===== src/rtl/uart_tx_arbiter.sv =====
// Round-robin arbiter that locks one requester onto the UART TX FIFO for a whole
// message, releasing on the last byte or after an idle timeout.
module uart_tx_arbiter #(
    parameter int NREQ    = 4,
    parameter int TIMEOUT = 255
) (
    input  logic                 clk_i,
    input  logic                 rst_i,
    input  logic [NREQ-1:0]      req_valid_i,
    input  logic [8*NREQ-1:0]    req_data_i,
    input  logic [NREQ-1:0]      req_last_i,
    output logic [NREQ-1:0]      req_ready_o,
    input  logic                 uart_full_i,
    output logic                 uart_we_o,
    output logic [7:0]           uart_wdata_o,
    output logic [NREQ-1:0]      grant_o,
    output logic                 busy_o,
    output logic                 timeout_o,
    output logic [2:0]           timeout_id_o
);

    localparam int IW = (NREQ > 1) ? $clog2(NREQ) : 1;

    typedef enum logic {
        ST_IDLE,
        ST_LOCKED
    } state_t;

    state_t          state_q;
    logic [IW-1:0]   ptr_q;
    logic [IW-1:0]   owner_q;
    logic [NREQ-1:0] grant_q;
    logic [15:0]     idle_cnt_q;
    logic [15:0]     idle_cnt_d;
    logic            timeout_q;
    logic [2:0]      timeout_id_q;

    logic [IW-1:0]   arb_idx;
    logic            arb_found;
    int              scan;
    logic [7:0]      owner_data;
    logic            owner_valid;
    logic            owner_last;
    logic            locked;
    logic            xfer;
    logic            idle_inc;
    logic            timeout_hit;

    // Search starts one past the last owner so every requester gets its turn.
    always_comb begin
        arb_found = 1'b0;
        arb_idx   = '0;
        scan      = 0;
        for (int i = 1; i <= NREQ; i++) begin
            scan = (int'(ptr_q) + i) % NREQ;
            if (!arb_found && req_valid_i[scan[IW-1:0]]) begin
                arb_found = 1'b1;
                arb_idx   = scan[IW-1:0];
            end
        end
    end

    always_comb begin
        owner_data = '0;
        for (int k = 0; k < NREQ; k++) begin
            if (owner_q == IW'(k)) begin
                owner_data = req_data_i[8*k +: 8];
            end
        end
    end

    assign locked      = (state_q == ST_LOCKED);
    assign owner_valid = req_valid_i[owner_q];
    assign owner_last  = req_last_i[owner_q];
    assign xfer        = locked & ~uart_full_i & owner_valid;
    assign idle_inc    = locked & ~uart_full_i & ~owner_valid;
    assign idle_cnt_d  = idle_cnt_q + 16'd1;
    assign timeout_hit = idle_inc && (TIMEOUT != 0) && (idle_cnt_d == 16'(TIMEOUT));

    always_comb begin
        req_ready_o = '0;
        if (locked && !uart_full_i) begin
            req_ready_o[owner_q] = 1'b1;
        end
    end

    assign uart_we_o    = xfer;
    assign uart_wdata_o = xfer ? owner_data : 8'h00;
    assign grant_o      = grant_q;
    assign busy_o       = locked;
    assign timeout_o    = timeout_q;
    assign timeout_id_o = timeout_id_q;

    always_ff @(posedge clk_i or posedge rst_i) begin
        if (rst_i) begin
            state_q      <= ST_IDLE;
            ptr_q        <= IW'(NREQ - 1);
            owner_q      <= '0;
            grant_q      <= '0;
            idle_cnt_q   <= '0;
            timeout_q    <= 1'b0;
            timeout_id_q <= '0;
        end else begin
            timeout_q <= 1'b0;
            case (state_q)
                ST_IDLE: begin
                    if (arb_found) begin
                        state_q    <= ST_LOCKED;
                        owner_q    <= arb_idx;
                        grant_q    <= {{(NREQ-1){1'b0}}, 1'b1} << arb_idx;
                        idle_cnt_q <= '0;
                    end
                end
                ST_LOCKED: begin
                    // A transfer always beats a timeout in the same cycle.
                    if (xfer) begin
                        idle_cnt_q <= '0;
                        if (owner_last) begin
                            state_q <= ST_IDLE;
                            ptr_q   <= owner_q;
                            grant_q <= '0;
                        end
                    end else if (timeout_hit) begin
                        state_q      <= ST_IDLE;
                        ptr_q        <= owner_q;
                        grant_q      <= '0;
                        idle_cnt_q   <= '0;
                        timeout_q    <= 1'b1;
                        timeout_id_q <= 3'(owner_q);
                    end else if (idle_inc) begin
                        idle_cnt_q <= idle_cnt_d;
                    end
                end
                default: state_q <= ST_IDLE;
            endcase
        end
    end

endmodule


===== config.mk =====
export PLATFORM = sky130hd
export DESIGN_NAME = uart_tx_arbiter
export DESIGN_NICKNAME = d
export VERILOG_FILES = /design/src/rtl/uart_tx_arbiter.sv
export SDC_FILE = /design/constraint.sdc
export NUM_CORES = 1
export LEC_CHECK = 0
export ABC_CLOCK_PERIOD_IN_PS = 2900
export BUFFER_PORTS_ARGS = -buffer_cell sky130_fd_sc_hd__buf_4
export CAP_MARGIN = 0
export CORE_ASPECT_RATIO = 0.75
export CORE_MARGIN = 5
export CORE_UTILIZATION = 45
export DETAILED_ROUTE_END_ITERATION = 6
export PLACE_DENSITY = 0.82
export SLEW_MARGIN = 20
export SYNTH_ARGS = -nofsm -noshare
export SYNTH_HDL_FRONTEND = slang
export SYNTH_SLANG_ARGS = --single-unit

===== constraint.sdc =====
create_clock -name clk_i -period 2.9 [get_ports clk_i]
set_clock_uncertainty 0.05 [all_clocks]
set_input_delay 0.29 -clock clk_i [delete_from_list [all_inputs] [get_ports clk_i]]
set_output_delay 0.29 -clock clk_i [all_outputs]
set_load 0.02 [all_outputs]

# Word-level counts from Yosys, hierarchy flattened
# Index checks and enable logic that the tools add are counted.
word_totals:
  regBits: 28
  latchBits: 0
  ramBits: 0
  romBits: 0
  output_inout_bits: 22
  memories: 0
op_classes:
  n_addsub: 5
  mul: 0
  n_div: 0
  order_cmp: 6
  n_eq_ne: 9
  n_shift: 1
  n_mux: 49
  bitwise: 7
  reduce_logical: 17
ops:
  columns: ["operator", "count"]
  rows:
  - ["two-way mux 16 bit", 4]
  - ["two-way mux 8 bit", 5]
  - ["one-hot mux 16 bit (2 select lines)", 1]
  - ["two-way mux 4 bit", 5]
  - ["two-way mux 1 bit", 18]
  - ["adder 16 x 1 -> 16 bit, second input constant", 1]
  - ["equality test 16 x 8 -> 1 bit, second input constant", 1]
  - ["< comparator 2 x 3 -> 1 bit, second input constant", 5]
  - ["two-way mux 2 bit", 7]
  - ["binary-select mux 1 bit (select 2 bit)", 6]
  - ["AND reduction 3 bit", 3]
  - ["one-hot mux 4 bit (2 select lines)", 1]
  - ["logical AND 1 bit", 6]
  - ["adder 2 x 1 -> 2 bit, second input constant", 2]
  - ["adder 2 bit, second input constant", 2]
  - ["equality test 2 bit, second input constant", 2]
  - ["logical NOT 1 bit", 4]
  - ["!= test 2 bit, second input constant", 2]
  - ["!= test 4 x 1 -> 1 bit, second input constant", 1]
  - ["inverter 1 bit", 4]
  - ["AND reduction 2 bit", 2]
  - ["left shift 1 x 2 -> 4 bit, first input constant", 1]
  - ["bitwise AND 1 bit", 3]
  - ["!= test 3 x 1 -> 1 bit, second input constant", 1]
  - ["other kinds (7)", 7]

# Longest topological paths before layout
# Gate-level depths: netlist of the first run.
logic_depth:
  word_depth: 16
  depth_mapped: 10
  mapped_depth_nobuf: 8

# Worst setup path after synthesis of the first run
# No wires, ideal clock.
synth_timing:
  path_kind: "register -> register"
  startpoint: "reg idle_cnt_q[0]"
  endpoint: "reg ptr_q[0]"
  t_arrival_ns: 2.397
  t_required_ns: 2.765
  path_slack_ns: 0.369
  path_stages_with_launch: 11
  n_path_buf: 2
  synth_period_minus_slack_ns: 2.531
  path_cell_list: "dfrtp_1 ha_1 buf_2 nand2_1 or2_1 o21ai_0 a21oi_1 or4_1 buf_4 nand2_2 mux2_1"
synth_via:
  elab_chain_len: 5
synth_rtl:
  columns: ["item", "line_no", "source"]
  rows:
  - ["start: declaration", "33", "logic [15:0] idle_cnt_q;"]
  - ["start signal: assignment", "131", "idle_cnt_q <= idle_cnt_d;"]
  - ["adder 16 x 1 -> 16 bit", "77", "assign idle_cnt_d = idle_cnt_q + 16'd1;"]
  - ["equality test 16 x 8 -> 1 bit", "78", "assign timeout_hit = idle_inc && (TIMEOUT != 0) && (idle_cnt_d == 16'(TIMEOUT));"]
  - ["logical AND 1 bit", "78", null]
  - ["nonzero test 2 bit (no source line)", null, null]
  - ["AND reduction 3 bit (no source line)", null, null]
  - ["end signal: assignment", "97", "ptr_q <= IW'(NREQ - 1);"]
  - ["end signal: assignment", "120", "ptr_q <= owner_q;"]
  - ["end signal: assignment", "125", "ptr_q <= owner_q;"]
  - ["end: declaration", "30", "logic [IW-1:0] ptr_q;"]
# Every way passes these cells.
# A chain may end at the register's enable or synchronous reset.

# Final worst setup path of the first run
layout_timing:
  startpoint: "reg idle_cnt_q[0]"
  endpoint: "reg ptr_q[1]"
# The elaborated chain is that of the path after synthesis.

==> results.sh, run 1 <==
export IMPL_status="finished, final reports clean"
export IMPL_dpl_cell_count=360
export IMPL_cts_setup_buffers=0
export IMPL_gp_congestion=0.932
export IMPL_fp_dieH_um=69.8
export IMPL_synth_top_area_frac=0.303
export IMPL_r2r_end="ptr_q[1]"
export IMPL_synthCells=247
export IMPL_clkPwrFrac=0.152
export IMPL_fin_crit_sh=0.940
export IMPL_setup_viol=0
export IMPL_slowest_stage="or4_4"
export IMPL_initial_utilization=0.472
export IMPL_area_growth_pct=28.3
export IMPL_htreeDepth=1
export IMPL_io_pins=65
export IMPL_p_int_mw=1.19
export IMPL_clkTransAtPathRegs_ps=100
export IMPL_peakVddDrop_mv=0.482
export IMPL_synth_top_area_cell="dfrtp_1"
export IMPL_ys_seq_elements=28
export IMPL_reg2reg_from="idle_cnt_q[0]"
export IMPL_reg2reg_depth=8
export IMPL_drive_gt1_frac=0.332
export IMPL_max_slew_margin_rel=0.426
export IMPL_synth_common_cells="nand2_1, dfrtp_1, o21ai_0, nand3_1, nor2_1"
export IMPL_ys_warnings_count=0
export IMPL_finalHoldViolations=0
export IMPL_synth_area_leaders="dfrtp_1, mux4_2, nand2_1"
export IMPL_fin_tns_setup_ps=0
export IMPL_hpwl_mm=4.44
export IMPL_fp_coreArea_um2=4550
export IMPL_vias=2077
export IMPL_drt_initial_drc_count=155
export IMPL_avgViaCountPerCell=5.71
export IMPL_min_period_ps=2730
export IMPL_hold_ws_ps=5.82
export IMPL_worst_slack_ps=174
export IMPL_clk_latency_ps=280
export IMPL_io_buffers=63
export IMPL_final_core_util=0.606
export IMPL_place_area_um2=2680
export IMPL_rsz0062_at_grt="false"
export IMPL_cp_data_required_time_ps=3060
export IMPL_yosysSeqAreaShare=0.328
export IMPL_synth_fp_nets=292
export IMPL_total_leakage_power_nw=1.24
export IMPL_p_sw_mw=0.878
export IMPL_synth_async_reset_ratio=1.00
export IMPL_die_area_um2=6270
export IMPL_total_power_mw=2.06
export IMPL_avgSynthCellArea_um2=8.69
export IMPL_tightest_slew_ps=861
export IMPL_rows=21
export IMPL_antenna_found_initial=0
export IMPL_p_comb_frac=0.539
export IMPL_r2r_setup_slack_ps=170
export IMPL_fin_area_um2=2760
export IMPL_grt_pass1_wl_mm=9.52
export IMPL_power_density_nw_per_um2=749
export IMPL_drv_cap=0
export IMPL_crit_chain="ha_2 > nand2_1 > or2_1 > nor2_1 > o211ai_1 > or4_4 > nand2_2 > mux2_1"
export IMPL_die_w_um=89.8
export IMPL_cp_arrival_ps=2890
export IMPL_ys_types=56
export IMPL_dr_pass1_iters=5
export IMPL_seqPwrFrac=0.308
export IMPL_dp_slack_ps=24.3
export IMPL_crit_path_max_incr_delay_ps=640
export IMPL_cts_root_buffer="clkbuf_8"
export IMPL_tritoncts="yes"
export IMPL_antenna_left=0
export IMPL_synth_most_common_cell="nand2_1"
export IMPL_cts_buffers=3
export IMPL_netlist_area_um2=2150
export IMPL_crit_path_start_kind="flip-flop"
export IMPL_crit_path_max_fanout=7
export IMPL_layout_cells_non_filler=364
export IMPL_wire_per_inst_um=15.8
export IMPL_drc=0
export IMPL_slew_viol_final=0
export IMPL_cts_buffer_depth=2
export IMPL_first_global_vias=1877
export IMPL_diodes=0
export IMPL_swShare=0.425
export IMPL_nNetsFinal=353
export IMPL_critical_path_class="flip-flop to flip-flop"
export IMPL_synth_edff_count=0
export IMPL_grt_overflow_total=0
export IMPL_hp_class="input pin to async pin"
export IMPL_end_kind="flip-flop"
export IMPL_fmax_mhz=367
export IMPL_clkSinkCount=28
export IMPL_ys_flop_type="dfrtp_1"
export IMPL_grt_total_usage=0.179
export IMPL_grt_max_degree=28
export IMPL_finalWirelength_mm=5.76
## worst max-delay path: cells and delay by family, from the launching register on
kind / cells / cell delay, ps
AO/OA/AOI/OAI: 1 / 140
adder cells (fa/ha/maj): 1 / 270
flip-flops: 1 / 460
multiplexers: 1 / 330
AND/OR/NAND/NOR: 5 / 1400
## layer usage
layer	wire length [um]	part of all wire	vias up	track usage
met1	2680	0.46	986	0.271
met2	2700	0.47	65	0.270
met3	354	0.061	2	0.0282
met5	0	0	-	0
met4	27	0.0047	0	0.0268
li1	-	-	1024	-
## how the worst max path moves through the flow
stage,start,slack (ps),end,depth (start not counted)
floorplan,idle_cnt_q[0],370,ptr_q[0],10
global route,idle_cnt_q[0],60,ptr_q[0],8
detailed placement,idle_cnt_q[0],20,ptr_q[1],8
finish,idle_cnt_q[0],170,ptr_q[1],8
global placement,idle_cnt_q[0],150,ptr_q[1],8
CTS,idle_cnt_q[0],6,ptr_q[1],8
## logic make-up after synthesis
kind of cell,synth area share
simple gates,0.286
compound gates,0.162
buf+inv,0.0711
flops,0.328
mux,0.132
fa+ha+maj,0.0117
xor+xnor,0.00816
other cells,0.00175
## what timing repair did
item	4_1_cts	5_1_grt
resized for setup	0	2
hold buffers	0	0
setup endpoints to repair	0	12
## registers in the layout, indices dropped and copies added (netlist names)
name	count
busy_o	1
grant_o	4
idle_cnt_q	16
owner_q	2
ptr_q	2
timeout_id_o	2
timeout_o	1
## cell type report
type	count	area, um^2
fillers	408	1790
multi-input cells	187	1300
flip-flops and latches	28	703
repair buffers	75	563
well taps	57	71.3
inverters	13	48.8
clock buffers	3	41.3
clock inverters	1	30.0
## power by group through the flow
stage          combinational (mW)  clock (mW)  sequential [mW]
3_5_place_dp                 1.11           0            0.643
2_1_floorplan               0.841           0            0.588
6_report                     1.11       0.314            0.636
5_1_grt                      1.22       0.344            0.657
4_1_cts                      1.12       0.319            0.634
3_3_place_gp                 1.09           0            0.633
## cell usage in the layout (no fill, tap or decap), types with 3 or more instances in the layout
master,count
buf_4,75
nand2_1,29
dfrtp_1,26
o21ai_0,20
nor2_1,14
nand3_1,14
inv_1,12
mux4_2,10
and3_1,10
nand2b_1,8
a21oi_1,8
o31ai_1,5
or4_1,4
nor4_1,4
nand3b_1,4
or3_1,4
o22ai_1,3
o221ai_1,3
o21ai_1,3
nor3_1,3
clkbuf_8,3
No activity file was read; power rests on OpenSTA's default activity.
==> run 2: changes to the inputs <==
==> constraint.sdc (replaced) <==
create_clock -name clk_i -period 2.9 [get_ports clk_i]
set_clock_uncertainty 0.05 [all_clocks]
set_input_delay 0.435 -clock clk_i [delete_from_list [all_inputs] [get_ports clk_i]]
set_output_delay 0.435 -clock clk_i [all_outputs]
set_load 0.02 [all_outputs]
==> run 2 against run 1 <==
  * Count of clock-buffer cells in the layout unchanged
  * Die area did not move
  * Clock power decreased by 2%
  * Routed wire length is 0.28% higher
  * Global-route usage up 0.98 points
  * Worst setup slack gained 6.3 ps
  * Sequential share of layout area shrank 0.21 points
  * Via count stayed put
  * Flip-flop and latch count did not move
  * Critical path depth is the same
==> results.sh, run 2 (synthesis gave the netlist of run 1 again) <==
export IMPL_hold_ws_ps=160
export IMPL_diodes=0
export IMPL_hpwl_mm=4.65
export IMPL_cts_buffer_depth=2
export IMPL_first_global_vias=2034
export IMPL_fmax_mhz=368
export IMPL_hp_class="input pin to async pin"
export IMPL_drive_gt1_frac=0.335
export IMPL_final_common_cell="buf_4"
export IMPL_rsz0062_at_grt="false"
export IMPL_dr_pass1_iters=4
export IMPL_crit_path_max_fanout=10
export IMPL_fp_coreArea_um2=4550
export IMPL_io_buffers=63
export IMPL_tritoncts="yes"
export IMPL_dp_slack_ps=85.2
export IMPL_status="finished, final reports clean"
export IMPL_finalWirelength_mm=5.78
export IMPL_drc=0
export IMPL_worst_path_buf_inv=1
export IMPL_crit_chain="nand4_2 > nor4_1 > buf_4 > mux2i_1 > a21oi_1 > or4_4 > nand2_2 > mux2_1"
export IMPL_crit_path_max_incr_delay_ps=630
export IMPL_drv_cap=0
export IMPL_critical_path_class="flip-flop to flip-flop"
export IMPL_total_leakage_power_nw=1.26
export IMPL_nNetsFinal=356
export IMPL_cts_buffers=3
export IMPL_fin_tns_setup_ps=0
export IMPL_clk_latency_ps=280
export IMPL_antenna_left=0
export IMPL_area_growth_pct=29.4
export IMPL_io_pins=65
export IMPL_grt_max_degree=29
export IMPL_grt_overflow_total=0
export IMPL_cts_root_buffer="clkbuf_8"
export IMPL_max_slew_margin_rel=0.537
export IMPL_cp_arrival_ps=2880
export IMPL_largest_register_ffs=16
export IMPL_peakVddDrop_mv=0.557
export IMPL_place_area_um2=2700
export IMPL_die_area_um2=6270
export IMPL_fin_crit_sh=0.938
export IMPL_cp_top_family="simple AND/OR/NAND/NOR gates"
export IMPL_vias=2077
export IMPL_setup_viol=0
export IMPL_grt_pass1_wl_mm=9.94
export IMPL_rows=21
export IMPL_regMostFlops="idle_cnt_q"
export IMPL_gp_congestion=0.938
export IMPL_fp_dieH_um=69.8
export IMPL_drt_initial_drc_count=103
export IMPL_wire_per_inst_um=15.7
export IMPL_final_cell_mix="buf_4, nand2_1, dfrtp_1"
export IMPL_initial_utilization=0.472
export IMPL_dpl_cell_count=363
export IMPL_crit_path_start_kind="flip-flop"
export IMPL_crit_path_start="idle_cnt_q[2]"
export IMPL_tightest_slew_ps=694
export IMPL_die_w_um=89.8
export IMPL_layout_cells_non_filler=367
export IMPL_htreeDepth=1
export IMPL_slew_viol_final=0
export IMPL_clkTransAtPathRegs_ps=100
export IMPL_power_density_nw_per_um2=750
export IMPL_grt_total_usage=0.188
export IMPL_clkSinkCount=28
export IMPL_end_kind="flip-flop"
export IMPL_antenna_found_initial=0
export IMPL_avgViaCountPerCell=5.66
export IMPL_hold_buffers=0
export IMPL_total_power_mw=2.08
export IMPL_cp_data_required_time_ps=3060
export IMPL_slowest_stage="or4_4"
export IMPL_reg2reg_from="idle_cnt_q[2]"
export IMPL_final_core_util=0.611
export IMPL_finalHoldViolations=0
export IMPL_min_period_ps=2720
export IMPL_fin_area_um2=2780
export IMPL_worst_slack_ps=180
[run 2: power breakdown]
part | switching, mW | leakage (nW) | internal [mW] | total [mW]
Sequential | 0.121 | 0.364 | 0.496 | 0.617
Clock | 0.124 | 0.0357 | 0.185 | 0.309
Combinational | 0.629 | 0.858 | 0.527 | 1.16
[run 2: tightest hold or removal path, delay by kind of cell]
family                 cells  cell delay, ps
buffers and inverters      3             480
[run 2: worst paths after layout]
| check | endpoint | slack (ps) | cells past startpoint |
|---|---|---|---|
| hold / removal | idle_cnt_q[8] | 160 | 3 |
| hold reg to reg | timeout_id_o[1] | 470 | 1 |
| setup reg to reg | ptr_q[1] | 180 | 8 |
| setup / recovery | ptr_q[1] | 180 | 8 |
| min in group clk_i | timeout_id_o[1] | 470 | 1 |
| max in group asynchronous | ptr_q[0] | 2330 | 3 |
[run 2: per-layer routing]
| layer | GRT usage | up-vias | part of all wire |
|---|---|---|---|
| met3 | 0.0315 | 6 | 0.047 |
| met4 | 0.0453 | 0 | 0.011 |
| met2 | 0.319 | 58 | 0.49 |
| met1 | 0.250 | 987 | 0.46 |
| li1 | - | 1026 | - |
| met5 | 0 | - | 0 |
[run 2: cell type report]
cell class | instances | area [um^2]
fill | 405 | 1770
clock inverter | 1 | 30.0
timing repair buffer | 78 | 586
inverter | 13 | 48.8
clock buffer | 3 | 41.3
tap | 57 | 71.3
sequential | 28 | 703
multi-input combinational | 187 | 1300
[run 2: what timing repair did]
action                                 in CTS  in global routing
endpoints found under the hold margin       0                  0
setup endpoints to repair                   0                 12
resized for setup                           0                  2
setup buffers                               0                  0
